`src/rtl/pe_psum_ss.sv`:
```
// pe_psum_ss: shift-and-sum stage between the Aunit and the psum pad.
// Two-stage pipeline: S0 accepts the op and issues the pad read, S1 combines
// the Aunit result with the (optionally shifted) base and writes it back.
// Finished psums (lstpix) are drained through a 2-entry output FIFO.
// Optional feature macro: PSUM_SAT_EN (saturating shift/sum instead of wrap).
//
// ss_ctl layout (msb..lsb): {valid, init, fstpix, lstpix, sht, sht_num[1:0]}
//   sht_num: 0=SHT1, 1=SHT2, 2=SHT4, 3=SHT8
// pp_addr layout (msb..lsb): {raddr, waddr, read, write}
module pe_psum_ss #(
  parameter int PsumDWd    = 16,
  parameter int AuODWd     = 16,
  parameter int PPadSize   = 64,
  parameter int PPadAddrWd = $clog2(PPadSize)
) (
  input  logic                      clk,
  input  logic                      rst,
  input  logic [6:0]                ss_ctl,
  input  logic [PPadAddrWd-1:0]     psum_last,
  input  logic [AuODWd-1:0]         au_data,
  output logic [2*PPadAddrWd+1:0]   pp_addr,
  input  logic [PsumDWd-1:0]        pp_rdata,
  output logic [PsumDWd-1:0]        pp_wdata,
  output logic                      stall,
  output logic                      out_valid,
  input  logic                      out_ready,
  output logic [PsumDWd-1:0]        out_data
);

  localparam logic [PsumDWd-1:0] PMax = {1'b0, {(PsumDWd-1){1'b1}}};
  localparam logic [PsumDWd-1:0] PMin = {1'b1, {(PsumDWd-1){1'b0}}};
`ifdef PSUM_SAT_EN
  // carry bit is needed to detect overflow before clamping
  localparam int SumW = PsumDWd + 1;
`else
  localparam int SumW = PsumDWd;
`endif

  logic                  c_valid, c_init, c_fst, c_lst, c_sht;
  logic [1:0]            c_shtn;
  assign {c_valid, c_init, c_fst, c_lst, c_sht, c_shtn} = ss_ctl;

  logic [PPadAddrWd-1:0] ptr_q, ptr_d, s1_addr_q, s1_addr_d;
  logic                  s1_vld_q, s1_vld_d, s1_fst_q, s1_fst_d, s1_lst_q, s1_lst_d;
  logic                  s1_sht_q, s1_sht_d, fwd_q, fwd_d;
  logic [1:0]            s1_shtn_q, s1_shtn_d, cnt_q, cnt_d, cnt_p;
  logic [AuODWd-1:0]     s1_au_q, s1_au_d;
  logic [PsumDWd-1:0]    fwd_data_q, fwd_data_d, f0_q, f0_d, f1_q, f1_d;

  logic [PsumDWd-1:0]    base, shifted, result;
  logic [3:0]            sh_amt;
  logic signed [SumW-1:0] au_ext, sh_ext, sum;
`ifdef PSUM_SAT_EN
  logic [PsumDWd+7:0]    base_w, shl_w;
`endif
  logic [2:0]            occ;
  logic                  accept, do_op, rd, s1_wr, push, pop;
  logic [PPadAddrWd-1:0] rd_addr, wr_addr;

  // S1 datapath: pick base (zero / forwarded / pad), shift, add, reduce
  always_comb begin
    base = '0;
    if (!s1_fst_q) base = fwd_q ? fwd_data_q : pp_rdata;
    case (s1_shtn_q)
      2'd0:    sh_amt = 4'd1;
      2'd1:    sh_amt = 4'd2;
      2'd2:    sh_amt = 4'd4;
      default: sh_amt = 4'd8;
    endcase
`ifdef PSUM_SAT_EN
    base_w  = {{8{base[PsumDWd-1]}}, base};
    shl_w   = base_w << sh_amt;
    shifted = shl_w[PsumDWd-1:0];
    // any bit shifted past the sign position means the value no longer fits
    if (shl_w[PsumDWd+7:PsumDWd-1] != {9{base[PsumDWd-1]}})
      shifted = base[PsumDWd-1] ? PMin : PMax;
`else
    shifted = base << sh_amt;
`endif
    if (!s1_sht_q) shifted = base;
    au_ext = SumW'($signed(s1_au_q));
    sh_ext = SumW'($signed(shifted));
    sum    = au_ext + sh_ext;
    result = sum[PsumDWd-1:0];
`ifdef PSUM_SAT_EN
    if (sum[PsumDWd] != sum[PsumDWd-1]) result = sum[PsumDWd] ? PMin : PMax;
`endif
  end

  // handshake, pad port and next-state for pointer, S1 and the output FIFO
  always_comb begin
    occ       = {1'b0, cnt_q} + {2'b0, s1_vld_q & s1_lst_q};
    stall     = occ >= 3'd2;
    accept    = c_valid & ~stall & ~rst;
    do_op     = accept & ~c_init;
    rd        = do_op & ~c_fst;
    s1_wr     = s1_vld_q & ~rst;
    push      = s1_wr & s1_lst_q;
    out_valid = cnt_q != 2'd0;
    pop       = out_valid & out_ready;
    rd_addr   = rd ? ptr_q : '0;
    wr_addr   = s1_wr ? s1_addr_q : '0;
    pp_addr   = {rd_addr, wr_addr, rd, s1_wr};
    pp_wdata  = s1_wr ? result : '0;
    out_data  = f0_q;

    ptr_d = ptr_q;
    if (accept) begin
      if (c_init || ptr_q == psum_last) ptr_d = '0;
      else                              ptr_d = ptr_q + PPadAddrWd'(1);
    end

    s1_vld_d  = do_op;
    s1_addr_d = s1_addr_q;
    s1_fst_d  = s1_fst_q;
    s1_lst_d  = s1_lst_q;
    s1_sht_d  = s1_sht_q;
    s1_shtn_d = s1_shtn_q;
    s1_au_d   = s1_au_q;
    if (do_op) begin
      s1_addr_d = ptr_q;
      s1_fst_d  = c_fst;
      s1_lst_d  = c_lst;
      s1_sht_d  = c_sht;
      s1_shtn_d = c_shtn;
      s1_au_d   = au_data;
    end
    // pad read this cycle returns stale data if S1 is writing the same word
    fwd_d      = do_op & s1_wr & (s1_addr_q == ptr_q);
    fwd_data_d = result;

    cnt_p = cnt_q - {1'b0, pop};
    f0_d  = f0_q;
    f1_d  = f1_q;
    if (pop && cnt_q == 2'd2) f0_d = f1_q;
    if (push) begin
      if (cnt_p == 2'd0) f0_d = result;
      else               f1_d = result;
    end
    cnt_d = cnt_p + {1'b0, push};
  end

  // state registers; reset drops the S1 op and flushes the FIFO
  always_ff @(posedge clk) begin
    if (rst) begin
      ptr_q      <= '0;
      s1_vld_q   <= 1'b0;
      s1_addr_q  <= '0;
      s1_fst_q   <= 1'b0;
      s1_lst_q   <= 1'b0;
      s1_sht_q   <= 1'b0;
      s1_shtn_q  <= '0;
      s1_au_q    <= '0;
      fwd_q      <= 1'b0;
      fwd_data_q <= '0;
      f0_q       <= '0;
      f1_q       <= '0;
      cnt_q      <= '0;
    end else begin
      ptr_q      <= ptr_d;
      s1_vld_q   <= s1_vld_d;
      s1_addr_q  <= s1_addr_d;
      s1_fst_q   <= s1_fst_d;
      s1_lst_q   <= s1_lst_d;
      s1_sht_q   <= s1_sht_d;
      s1_shtn_q  <= s1_shtn_d;
      s1_au_q    <= s1_au_d;
      fwd_q      <= fwd_d;
      fwd_data_q <= fwd_data_d;
      f0_q       <= f0_d;
      f1_q       <= f1_d;
      cnt_q      <= cnt_d;
    end
  end

endmodule

```
`config.mk`:
```
export PLATFORM = sky130hd
export DESIGN_NAME = pe_psum_ss
export DESIGN_NICKNAME = d
export VERILOG_FILES = /design/src/rtl/pe_psum_ss.sv
export SDC_FILE = /design/constraint.sdc
export NUM_CORES = 1
export LEC_CHECK = 0
export CORE_MARGIN = 2
export CORE_UTILIZATION = 25
export CTS_CLUSTER_DIAMETER = 80
export CTS_CLUSTER_SIZE = 40
export DETAILED_ROUTE_END_ITERATION = 10
export PLACE_DENSITY_LB_ADDON = 0.12
export SLEW_MARGIN = 20
export SYNTH_ARGS = -nofsm -noshare
export SYNTH_HDL_FRONTEND = slang
export SYNTH_SLANG_ARGS = --single-unit
```
`constraint.sdc`:
```
create_clock -name clk -period 5.1 [get_ports clk]
set_clock_uncertainty 0.15 [all_clocks]
set_input_delay 0.765 -clock clk [delete_from_list [all_inputs] [get_ports clk]]
set_output_delay 0.765 -clock clk [all_outputs]
set_load 0.005 [all_outputs]
```
# After elaboration in Yosys (flattened, before gate mapping)
# Cells that the tools add are included.
# op_classes
addsub	5
magnitude_cmp	1
n_eq_ne	5
n_shift	1
mux	11
bitwise_logic	15
reduce_logical	6
# ops
cell	n
16-bit 2-to-1 mux	7
6-bit 2-to-1 mux	3
16-bit adder	1
16-bit by 4-bit left shift with 16-bit output	1
6-bit equality test	2
4-bit case mux with 3 select lines	1
1-bit AND	10
6-bit by 1-bit adder with 6-bit output (second input constant)	1
1-bit NOT	5
2-bit equality test (second input constant)	2
2-bit logical NOT	2
2-bit by 1-bit adder with 3-bit output	1
3-bit by 2-bit >= comparator with 1-bit output (second input constant)	1
2-bit by 1-bit adder with 2-bit output	1
2-bit by 1-bit equality test with 1-bit output (second input constant)	1
2-bit AND reduction	1
2-bit nonzero test	1
2-bit by 1-bit subtractor with 2-bit output	1
1-bit logical AND	1
1-bit logical OR	1
# word_totals
regBits	85
in_bits	48
output_inout_bits	48

# Depth between registers and ports, before layout
# depth
ltp_word	9
ltp_mapped	17
depth_no_buf	14

# Least setup slack after synthesis
# No wires, ideal clock.
# synth_path
kind	reg-to-output
start	reg fwd_q
end	out pp_wdata[15]
t_arrival_ns	2.917
slack_ns	1.268
stages_incl_launch_ff	15
path_buffers	2
path_cell_list	dfxtp_1 > buf_6 > buf_2 > mux2i_1 > nor2_1 > mux4_2 > mux2_2 > ha_1 > a21oi_1 > nand2_1 > a21oi_1 > nor2b_1 > o22ai_1 > xnor2_2 > nor2_1
# synth_between
elab_chain_cells	6
# synth_rtl
item	line_no	source
start, declared	45	logic s1_sht_q, s1_sht_d, fwd_q, fwd_d;
start signal, assigned	168	fwd_q <= fwd_d;
16-bit 2-to-1 mux (*) (2 in a row)	63	if (!s1_fst_q) base = fwd_q ? fwd_data_q : pp_rdata;
16-bit by 4-bit left shift with 16-bit output	78	shifted = base << sh_amt;
16-bit 2-to-1 mux (*)	80	if (!s1_sht_q) shifted = base;
16-bit adder (*)	83	sum = au_ext + sh_ext;
16-bit 2-to-1 mux (*)	104	pp_wdata = s1_wr ? result : '0;
end, declared	23	output logic [PsumDWd-1:0] pp_wdata,
# Mark *: on every way between the ends. The rest lies on a longest branch, timed or not.

# Worst setup path after layout
# layout_path
start	in pp_rdata[8]
end	out pp_wdata[13]
# layout_between
elab_chain_cells	6
# layout_rtl
item	line_no	source
start, declared	22	input logic [PsumDWd-1:0] pp_rdata,
16-bit 2-to-1 mux (*) (2 in a row)	63	
16-bit by 4-bit left shift with 16-bit output	78	
16-bit 2-to-1 mux (*)	80	
16-bit adder (*)	83	
16-bit 2-to-1 mux (*)	104	
# Marked as above.

==> tab_implementation.tex <==
\begin{tabular}{lr}
\hline
Metric & Value \\
\hline
\multicolumn{2}{l}{\textbf{Critical path}} \\
\quad Number of cells on the worst reg-to-reg path & 18 \\
\quad Worst path bufs/invs & 4 \\
\quad Kind of end point of the critical path & output port \\
\quad Start of the worst register-to-register path & fwd\_q \\
\quad Highest net fanout along the worst path & 4 \\
\quad Critical path type & in2out \\
\quad Data arrival at the endpoint of the critical path & 4.02 ns \\
\quad Critical-path cell with the highest stage delay & sky130\_fd\_sc\_hd\_\_clkdlybuf4s50\_1 \\
\quad Slowest Stage Delay on Critical Path & 0.53 ns \\
\quad Required arrival time at the worst endpoint & 4.18 ns \\
\quad Instance count on the critical path & 18 \\
\quad Critical Path Start & pp\_rdata[8] \\
\quad Worst-path cell chain & clkdlybuf4s50\_1 > mux2i\_2 > nor2\_2 > nor2\_1 > buf\_4 > a21oi\_1 > a21oi\_1 > a21oi\_1 > ha\_1 > nand2\_1 > nor2\_1 > nand3\_1 > o21ai\_2 > a31oi\_1 > xor2\_1 > buf\_4 > nor2\_1 > clkdlybuf4s50\_1 \\
\quad Crit-path leading delay family & buffers and inverters \\
\quad Endpoint of the lowest-slack register-to-register path & f1\_q[13] \\
\quad Endpoint of the worst setup timing path & pp\_wdata[13] \\
\quad Crit path launch type & input pin \\
\quad R2r setup slk & 1.61 ns \\
\multicolumn{2}{l}{\textbf{Yosys}} \\
\quad Simple-gate share of the synthesized area & 22.7\% \\
\quad Post-synthesis async set-or-reset flop share & 0\% \\
\quad Post-synthesis cell count & 593 \\
\quad Mapped Nets & 661 \\
\quad Largest family of logic cells by synthesized area & simple AND/OR/NAND/NOR gates \\
\quad Yosys warning count & 0 \\
\quad Yosys cell types & 47 \\
\quad Flop and latch count out of synthesis & 85 \\
\quad Combined area of all synthesized cells & 4760 µm² \\
\quad Number of flops mapped to enable cells by yosys & 0 \\
\quad Portion of the post-synthesis area used by sequential elements & 35.7\% \\
\quad Average cell area after synthesis & 8.03 µm² \\
\quad Primary flip-flop cell chosen by synthesis mapping & sky130\_fd\_sc\_hd\_\_dfxtp\_1 \\
\quad Post-synthesis compound-gate area fraction & 16.6\% \\
\quad Proportion of synthesized area in mux cells & 8.27\% \\
\quad Adder and majority gate portion of the synthesized area & 5.41\% \\
\quad Parity-gate share of the synthesized area counting xor and xnor cells & 6.41\% \\
\multicolumn{2}{l}{\textbf{Finish}} \\
\quad Number of standard cells in the final layout excluding fillers & 929 \\
\quad Sequential cell area & 1700 µm² \\
\quad N\_diodes & 0 \\
\quad Final core occ & 34.4\% \\
\quad Area delta synth->final & 35.1\% \\
\quad Layout cell share with drive strength beyond 1 & 13.8\% \\
\quad Net count, final & 758 \\
\quad Filler cells & 1943 \\
\quad Area of combinational cells with multiple inputs & 2900 µm² \\
\multicolumn{2}{l}{\textbf{Global routing}} \\
\quad Maximum number of pins on one net before global-route repair & 49 \\
\quad Total GRT Usage & 14.8\% \\
\quad Antenna violations before repair & 0 \\
\quad First-pass GRT wire length & 23.2 mm \\
\quad Total gr overflow & 0 \\
\quad Vias in the first global route & 4234 \\
\multicolumn{2}{l}{\textbf{Clocking}} \\
\quad Cell chosen for the clock root & sky130\_fd\_sc\_hd\_\_clkbuf\_16 \\
\quad Clock insertion delay at the later pin of the skew report & 0.35 ns \\
\quad Number of post-CTS setup repair buffers & 0 \\
\quad Clock transition at the registers of the reported paths & 0.06 ns \\
\quad Maximum level of the CTS H-tree & 3 \\
\quad Inserted Clock Buffers & 9 \\
\quad TritonCTS clock tree & built \\
\quad CTS Sinks & 85 \\
\quad Clock tree buffer depth & 2 \\
\multicolumn{2}{l}{\textbf{Timing}} \\
\quad Pin slew with the least headroom to its limit & 0.993 ns \\
\quad Unrepaired setup endpoints after global routing & yes \\
\quad Max frequency & 203 MHz \\
\quad Relative slew margins & 33.6\% \\
\quad Crit path time final & 4.94 ns \\
\quad Number of slew-limit violations in the final report & 0 \\
\quad Worst Setup Slack, final & 0.162 ns \\
\quad Final period util & 96.8\% \\
\quad Total setup violations reported at the end of the flow & 0 \\
\quad Final Hold Violating Endpoints & 0 \\
\multicolumn{2}{l}{\textbf{Floorplanning}} \\
\quad Initial core utilization & 25.5\% \\
\quad Die area & 20200 µm² \\
\quad Die height & 142 µm \\
\quad Total I/O pin count & 96 \\
\quad Rows & 50 \\
\quad Horiz. Die Dim & 142 µm \\
\quad CORE AREA & 18700 µm² \\
\multicolumn{2}{l}{\textbf{Detailed routing}} \\
\quad Total routed wirelength & 14.8 mm \\
\quad Count of vias placed by the detailed router & 4360 \\
\quad Violation count after the first detailed-route iteration & 137 \\
\quad Antenna-violating nets left & 0 \\
\quad Residual DRC & 0 \\
\quad Final routed wire length divided by cell count & 15.9 µm \\
\quad Via-per-instance ratio & 4.69 \\
\quad 1st-pass router iterations & 4 \\
\multicolumn{2}{l}{\textbf{Placement}} \\
\quad Placed Cells & 913 \\
\quad Final estimated routing congestion in global placement & 0.869 \\
\quad Port buffer count & 95 \\
\quad Placement-stage worst setup slack & 0.0489 ns \\
\quad HPWL after DPL & 10.9 mm \\
\multicolumn{2}{l}{\textbf{Hold path}} \\
\quad Worst Hold Launch & au\_ext[4] \\
\quad Class of the tightest hold or removal check & reg2reg \\
\multicolumn{2}{l}{\textbf{Power}} \\
\quad Post-layout total power & 1.87 mW \\
\quad Total power divided by cell area & 290 nW/µm² \\
\quad Leakage component of the power & 2.54 nW \\
\quad Max rail drop VDD & 0.000173 V \\
\multicolumn{2}{l}{\textbf{Outcome}} \\
\quad Run status & finished clean \\
\multicolumn{2}{l}{\textbf{Job}} \\
\quad Number of max-capacitance violations reported & 0 \\
\hline
\end{tabular}
[how the worst min path moves through the flow]
stage	to	slack, ns	cells after the start
final	au_ext[4]	0.32	2
after global routing	au_ext[9]	0.35	2
after CTS	au_ext[4]	0.33	2
after detailed placement	au_ext[4]	0.32	2
after global placement	au_ext[7]	0.32	2
after floorplan	au_ext[10]	0.30	2
[synth_stat cells (2+ instances only)]
cell type                   n  area (µm²)
sky130_fd_sc_hd__or2_2      7        43.8
sky130_fd_sc_hd__clkbuf_1  30         113
sky130_fd_sc_hd__or3_1      5        31.3
sky130_fd_sc_hd__nand4_1    3        18.8
sky130_fd_sc_hd__o22ai_1   17         106
sky130_fd_sc_hd__nand2_1   70         263
sky130_fd_sc_hd__xor2_1    16         140
sky130_fd_sc_hd__a31oi_1    4        25.0
sky130_fd_sc_hd__nand2b_1  22         138
sky130_fd_sc_hd__a21oi_1   34         170
sky130_fd_sc_hd__o211ai_1   4        30.0
sky130_fd_sc_hd__a21o_1     3        22.5
sky130_fd_sc_hd__mux2i_1   18         180
sky130_fd_sc_hd__nand3b_1  17         128
sky130_fd_sc_hd__o21bai_1   2        15.0
sky130_fd_sc_hd__inv_1      7        26.3
sky130_fd_sc_hd__xnor2_1   17         149
sky130_fd_sc_hd__nor2b_1    5        31.3
sky130_fd_sc_hd__o21ai_0   44         220
sky130_fd_sc_hd__nand3_1    7        35.0
sky130_fd_sc_hd__buf_4      2        15.0
sky130_fd_sc_hd__buf_2      9        45.0
sky130_fd_sc_hd__nor2_1    70         263
sky130_fd_sc_hd__o31ai_1    2        15.0
sky130_fd_sc_hd__ha_1      19         238
sky130_fd_sc_hd__and2_1    14        87.6
sky130_fd_sc_hd__o21a_1     2        15.0
sky130_fd_sc_hd__buf_1      3        11.3
sky130_fd_sc_hd__nor3_1     3        15.0
sky130_fd_sc_hd__mux2_2    15         169
sky130_fd_sc_hd__inv_2      2        7.51
sky130_fd_sc_hd__dfxtp_1   85        1700
sky130_fd_sc_hd__o21ai_1   13        65.1
sky130_fd_sc_hd__mux4_2     2        45.0
sky130_fd_sc_hd__a211oi_1   8        60.1
[sequential cells by signal, indices dropped and copies added (netlist names), 2 cells and up]
| signal | cells |
|---|---|
| au_ext | 16 |
| s1_shtn_q | 2 |
| f1_q | 16 |
| ptr_q | 6 |
| fwd_data_q | 16 |
| s1_addr_q | 6 |
| out_data | 16 |
| cnt_q | 2 |
[cell usage in the layout, fill, tap and decap left out, types with 5 or more instances in the layout]
master | Yosys | routed
sky130_fd_sc_hd__buf_4 | 2 | 36
sky130_fd_sc_hd__nand2_1 | 70 | 70
sky130_fd_sc_hd__nand3b_1 | 17 | 17
sky130_fd_sc_hd__xnor2_1 | 17 | 17
sky130_fd_sc_hd__clkbuf_16 | 0 | 9
sky130_fd_sc_hd__o22ai_1 | 17 | 16
sky130_fd_sc_hd__nor2b_1 | 5 | 5
sky130_fd_sc_hd__o21ai_0 | 44 | 39
sky130_fd_sc_hd__xor2_1 | 16 | 16
sky130_fd_sc_hd__inv_1 | 7 | 7
sky130_fd_sc_hd__clkdlybuf4s50_1 | 0 | 91
sky130_fd_sc_hd__nor2_1 | 70 | 67
sky130_fd_sc_hd__nand2b_1 | 22 | 22
sky130_fd_sc_hd__and2_1 | 14 | 14
sky130_fd_sc_hd__dfxtp_1 | 85 | 84
sky130_fd_sc_hd__mux2_2 | 15 | 15
sky130_fd_sc_hd__or2_2 | 7 | 6
sky130_fd_sc_hd__ha_1 | 19 | 19
sky130_fd_sc_hd__a211oi_1 | 8 | 6
sky130_fd_sc_hd__o21ai_1 | 13 | 17
sky130_fd_sc_hd__nand3_1 | 7 | 6
sky130_fd_sc_hd__a21oi_1 | 34 | 30
sky130_fd_sc_hd__mux2i_1 | 18 | 16
sky130_fd_sc_hd__or3_1 | 5 | 5
[worst register-to-register path: cells and delay by family, from the launching register on]
kind / cells / cell delay, ns
xor gates and xnor gates: 1 / 0.16
muxes: 1 / 0.31
DFF: 1 / 0.32
buffers and inverters: 4 / 0.76
and+or+nand+nor: 5 / 0.52
adders and majority gates: 1 / 0.35
AOI/OAI and AO/OA: 6 / 0.83
[final cells by class]
class	count	area share, %
multi-input combinational	454	45.0
sequential	85	26.5
timing repair buffer	131	19.0
tap	234	4.55
clock buffer	12	3.98
inverter	9	0.525
clock inverter	4	0.466
[repair_timing]
item | in CTS | in global routing
gates resized for setup | 0 | 24
endpoints found under the hold margin | 0 | 0
setup endpoints to repair | 0 | 9
hold buffers | 0 | 0
[kinds of logic (layout without fill, tap and decap cells)]
kind of cell / after synthesis / count (layout)
AND/OR/NAND/NOR: 227 / 227
AO/OA/AOI/OAI: 138 / 138
multiplexers: 35 / 35
buffers and inverters: 54 / 156
flip-flops: 85 / 85
adder cells (fa/ha/maj): 20 / 20
XOR/XNOR: 34 / 34
[where the power goes]
group          leakage (nW)  internal [mW]  switching [mW]
combinational          1.71          0.233           0.249
clock                 0.139          0.359           0.286
sequential            0.693          0.705          0.0333
[stage by stage]
stage / hold WS [ns] / cell area, µm² / setup TNS [ns]
2_1_floorplan: 0.296 / 4760 / 0
3_3_place_gp: 0.318 / 6080 / 0
3_5_place_dp: 0.317 / 6080 / 0
4_1_cts: 0.331 / 6360 / 0
5_1_grt: 0.345 / 6440 / -0.0828
6_report: 0.323 / 6440 / 0
[routing by layer]
layer / routed length, µm / global-route usage [%] / up-vias
met3: 568 / 2.52 / 14
met1: 7240 / 20.2 / 2019
met2: 6660 / 23.5 / 105
li1: - / - / 2222
met5: 0 / 0 / -
met4: 282 / 5.53 / 0
(Power assumes the default switching activity.)
